===== config.mk =====
export PLATFORM = sky130hd
export DESIGN_NAME = mem_wb_writeback
export DESIGN_NICKNAME = d
export VERILOG_FILES = /design/src/rtl/mem_wb_writeback.sv
export SDC_FILE = /design/constraint.sdc
export NUM_CORES = 2
export LEC_CHECK = 0
export BUFFER_PORTS_ARGS = -buffer_cell sky130_fd_sc_hd__buf_2
export CORE_MARGIN = 2
export CORE_UTILIZATION = 38
export CTS_CLUSTER_SIZE = 30
export DETAILED_ROUTE_END_ITERATION = 8
export PLACE_DENSITY_LB_ADDON = 0.05
export SLEW_MARGIN = 40
export SYNTH_ARGS = -nofsm -noshare
export SYNTH_HDL_FRONTEND = slang
export SYNTH_SLANG_ARGS = --single-unit

===== constraint.sdc =====
create_clock -name clk -period 2.7 [get_ports clk]
set_input_delay 0.54 -clock clk [delete_from_list [all_inputs] [get_ports clk]]
set_output_delay 0.54 -clock clk [all_outputs]
set_load 0.01 [all_outputs]

===== src/rtl/mem_wb_writeback.sv =====
// MEM/WB pipeline register, write-back select, 32-entry register file with
// write-through read bypass, forwarding outputs and a retired-write counter.
module mem_wb_writeback #(
  parameter int DATA_W = 32,
  parameter int ADDR_W = 5,
  parameter int CNT_W  = 32
) (
  input  logic              clk,
  input  logic              rst_n,
  input  logic              RegWrite,
  input  logic              MemtoReg,
  input  logic [DATA_W-1:0] aluresult,
  input  logic [DATA_W-1:0] memdata,
  input  logic [ADDR_W-1:0] rd,
  input  logic              valid,
  input  logic              stall,
  input  logic              flush,
  input  logic [ADDR_W-1:0] rs_addr,
  input  logic [ADDR_W-1:0] rt_addr,
  output logic [DATA_W-1:0] rs_data,
  output logic [DATA_W-1:0] rt_data,
  output logic              wb_regwrite,
  output logic [ADDR_W-1:0] wb_rd,
  output logic [DATA_W-1:0] wb_data,
  output logic [CNT_W-1:0]  retired
);

  localparam int NREG = 1 << ADDR_W;

  logic              v_q, v_d;
  logic              rw_q, rw_d;
  logic              m2r_q, m2r_d;
  logic [DATA_W-1:0] alu_q, alu_d;
  logic [DATA_W-1:0] mem_q, mem_d;
  logic [ADDR_W-1:0] rd_q, rd_d;
  logic [DATA_W-1:0] regs_q [NREG];
  logic [DATA_W-1:0] regs_d [NREG];
  logic [CNT_W-1:0]  retired_q, retired_d;

  logic              we;
  logic [DATA_W-1:0] wb_val;

  // MEM/WB capture: flush beats stall beats load
  always_comb begin
    v_d   = v_q;
    rw_d  = rw_q;
    m2r_d = m2r_q;
    alu_d = alu_q;
    mem_d = mem_q;
    rd_d  = rd_q;
    if (flush) begin
      v_d   = 1'b0;
      rw_d  = 1'b0;
      m2r_d = 1'b0;
      alu_d = '0;
      mem_d = '0;
      rd_d  = '0;
    end else if (!stall) begin
      v_d   = valid;
      rw_d  = RegWrite;
      m2r_d = MemtoReg;
      alu_d = aluresult;
      mem_d = memdata;
      rd_d  = rd;
    end
  end

  assign wb_val = m2r_q ? mem_q : alu_q;
  // A stalled instruction neither commits nor forwards; it commits once on release.
  assign we     = v_q & rw_q & (rd_q != '0) & ~stall;

  always_comb begin
    regs_d = regs_q;
    if (we) regs_d[rd_q] = wb_val;
  end

  assign retired_d = retired_q + {{(CNT_W-1){1'b0}}, we};

  always_ff @(posedge clk or negedge rst_n) begin
    if (!rst_n) begin
      v_q       <= 1'b0;
      rw_q      <= 1'b0;
      m2r_q     <= 1'b0;
      alu_q     <= '0;
      mem_q     <= '0;
      rd_q      <= '0;
      retired_q <= '0;
      for (int i = 0; i < NREG; i++) regs_q[i] <= '0;
    end else begin
      v_q       <= v_d;
      rw_q      <= rw_d;
      m2r_q     <= m2r_d;
      alu_q     <= alu_d;
      mem_q     <= mem_d;
      rd_q      <= rd_d;
      retired_q <= retired_d;
      regs_q    <= regs_d;
    end
  end

  assign rs_data = (rs_addr == '0) ? '0 :
                   (we && rs_addr == rd_q) ? wb_val : regs_q[rs_addr];
  assign rt_data = (rt_addr == '0) ? '0 :
                   (we && rt_addr == rd_q) ? wb_val : regs_q[rt_addr];

  assign wb_regwrite = we;
  assign wb_rd       = rd_q;
  assign wb_data     = wb_val;
  assign retired     = retired_q;

endmodule

==> summary.md <==
| Metric | Value |
|---|---|
| Compound-Gate Fraction of Synth Area | between 10% and 20% |
| DRC violations left | 0 |
| Largest net degree at the start of global routing | 113 |
| Final WL | 246 mm |
| Max stage delay on crit path | 520 ps |
| Main combinational cell family by area after synthesis | multiplexers |
| GPL Wtd Cong | 0.855 |
| Iter 0 DRT Violations | 4919 |
| Post-Syn Area | 57900 µm² |
| H-tree levels | 4 |
| FF-to-FF Start | v_q |
| Initial antenna violation count | 8 |
| Vias per Instance | 5.85 |
| Unrepaired setup endpoints after global routing | yes |
| HP Class | input pin to flip-flop |
| Die Span Y | 394 µm |
| CTS Buf Count | 138 |
| Share of layout cells above drive strength 1 | 31.5% |
| FMAX | 290 MHz |
| Number of fillers in the final layout | 13600 |
| Crit-path cells | mux4_2 > mux4_2 > a211oi_4 > buf_4 > a211oi_2 > buf_2 |
| Post-synth net total | 5430 |
| Fin. Hold Viols | 0 |
| Hold Path End | alu_q[6] |
| GRT Total Usage | 30.0% |
| # nets final | ~6000 |
| Status | complete, but fails checks |
| Slowest CP cell | mux4_2 |
| I/O Pins | 220 |
| Slew @ Worst Pin | 790 ps |
| Most used cell along the critical path | mux4_2 |
| Worst-path fanout max | 2 |
| Worst reg-to-reg path cell count | 14 |
| Post-synth cell types | 52 |
| Vias post-DR | 47200 |
| Critical path class | flip-flop to output port |
| Tcrit/Tclk final | 128% |
| Hold path start | aluresult[6] |
| Die X-Extent | 394 µm |
| Initial core utilization | about two fifths |
| Root buffer cell | clkbuf_16 |
| Dpl hpwl | 151 mm |
| Tot Pwr | 39.9 mW |
| Min setup slack post-route | -753 ps |
| P_leak | approximately 34 nW |
| Arrival @ worst endpoint | 2910 ps |
| Drt first pass iters | 5 |
| Drt wl/cell | 30.5 µm |
| YS warnings | 0 |
| Clk_skew | 34.5 ps |
| # setup viols final | 86 |
| Cell area after layout | 75300 µm² |
| Clock Latency Late Sink | 790 ps |
| CTS tree | built |
| Failing checks | negative setup slack |
| Row count | approximately 140 |
| #FFs+latches synth | 1128 |
| Average size of a mapped cell | 10.8 µm² |
| Peak supply drop | 0.000488 V |
| Count leader, synth | dfrtp_1 |
| Final count of pins violating max slew | 0 |
| Relative slew slack | 47.3% |
| Simple-gate share of the synthesized area | 10.1% |
| RR Endpoint | regs_q[730] |
| Min-Delay Path Depth | 3 |
| Area contributors post-synth | dfrtp_1, mux4_2, a21oi_1, nor2_1, nand2_1 |
| Pwr/cell area | approximately 530 nW/µm² |
| Multi-input combinational cell area | approximately 29000 µm² |
| CTS clk-pin slew, worst paths | 60 ps |
| CTS Buffer Depth | 3 |
| Crit start category | flip-flop |
| Area after DPL | between 60000 and 70000 µm² |
| Area Overhead vs Synth | 30.2% |
| Die area | 155000 µm² |
| Most used DFF post-synth | dfrtp_1 |
| Setup_tns | -37820 ps |
| Post-Synth XOR/XNOR Area | 0.605% |
| CTS sink count | 1128 |
| Register area | 28200 µm² |
| Req. time, crit path | ~2200 ps |
| Top cell type's share of synthesized area | 48.8% |
| Number of synthesized flops with an enable pin | 0 |
| Tmin final | 3450 ps |
| Number of global-route vias before repair | 46000 |
| Crit. End Element | output port |
| Post-synthesis sequential area ratio | 48.8% |
| Mux share of post-synthesis cell area | 22.8% |
| Synth top cells by count | dfrtp_1, nor2_1, a21oi_1 |
| Post-synth ARST share | 100% |
| Cells after Synth | 5341 |
| Post-synthesis adder-cell area fraction | 0.0649% |
| Port buffer count | 219 |
| Core ar. | 152000 µm² |
| Post-synth top area cell | dfrtp_1 |
| R2R Setup Slk | 50 ps |
| Total congestion overflow | 0 |
| Antenna Violating Nets Remaining | 0 |
| MaxCap Viol Count | 0 |
| First-pass GRT wire length | 339 mm |
==> repair_timing <==
action                                  4_1_cts  5_1_grt
resized for setup                           296      164
setup buffers                                88       51
gates cloned                                 16       21
endpoints found under the hold margin       191        0
endpoints found under the setup margin       97      576
pin swaps                                    53       44
hold buffers                                 62        0
==> kinds of logic (layout without fill, tap and decap cells) <==
| kind of cell | Yosys count | count (layout) |
|---|---|---|
| AND/OR/NAND/NOR | 1425 | 1426 |
| AO/OA/AOI/OAI | 1373 | 1373 |
| flip-flops | 1128 | 1128 |
| multiplexers | 770 | 770 |
| buffers and inverters | 602 | 1292 |
| XOR/XNOR | 40 | 40 |
| adder cells (fa/ha/maj) | 3 | 3 |
| other | 0 | 1 |
==> through the flow <==
step	setup WS (ps)	hold slack, ps	utilization (%)	instances
6_report	-753	35.7	49.7	8063
5_1_grt	-797	33.2	49.7	8062
4_1_cts	-749	0.319	48.8	8002
3_5_place_dp	-746	380	44.1	7603
3_3_place_gp	-743	379	44.1	7603
2_1_floorplan	-4.13	244	-	5341
==> layer usage <==
metal  up-vias  part of all wire (%)  track usage (%)  wire, µm
met3       338                   8.0             5.16     19600
met4         2                   2.7             7.15      6550
met5         -                0.0053                0        13
li1      20500                     -                -         -
met2      1924                    45             45.8    111000
met1     24400                    44             44.4    109000
==> worst max-delay path by stage <==
stage | cells past startpoint | slack (ps) | from | endpoint
after floorplan | 8 | -4 | rs_addr[0] | rs_data[30]
after global placement | 9 | -740 | rt_addr[0] | rt_data[5]
after detailed placement | 9 | -750 | rt_addr[0] | rt_data[5]
after CTS | 6 | -750 | regs_q[796] | rs_data[28]
after global routing | 6 | -800 | regs_q[796] | rs_data[28]
final | 6 | -750 | regs_q[796] | rs_data[28]
==> power by group <==
group	switching, mW	internal, mW	total (mW)
registers	0.161	17.1	17.2
clock network	7.72	10.6	18.3
logic	2.55	1.78	4.33
total	10.4	29.4	39.9
==> registers in the layout (all words and copies together), names as in the netlist <==
register / count
mem_q: 32
m2r_q: 1
rw_q: 1
retired: 32
alu_q: 32
wb_rd: 5
v_q: 1
regs_q: 1024
==> layout make-up <==
type                    instances  share of cell area (%)
multi-input cells            3612                    38.2
diodes                          1                 0.00332
inverters                      36                   0.257
repair buffers               1016                    15.0
clock inverters                42                   0.488
flip-flops and latches       1128                    37.5
clock buffers                 198                    5.26
well taps                    2030                    3.37
==> worst max-delay path, delay by kind of cell, from the launching register on <==
| family | cells | cell delay [ps] |
|---|---|---|
| multiplexers | 2 | 1020 |
| AO/OA/AOI/OAI | 2 | 380 |
| buffers and inverters | 2 | 330 |
| flip-flops | 1 | 410 |
==> cells in the final DEF, fill, tap and decap left out, drive strengths merged, types with 4 or more instances in the layout <==
cell type	instances
buf	938
clkinv	28
nor3	48
clkbuf	212
nand2b	8
bufinv	4
nand2	496
a21oi	671
a2111oi	31
mux2	186
xor2	12
and3	8
inv	41
nor2b	54
mux4	418
clkinvlp	5
mux2i	166
nand4	13
nor2	728
a22oi	63
nor4	37
nand3	17
o21ai	416
a211oi	93
dlygate4sd3	62
xnor2	28
o22ai	92
dfrtp	1128
Note: power is estimated with default switching activity, not from simulation.
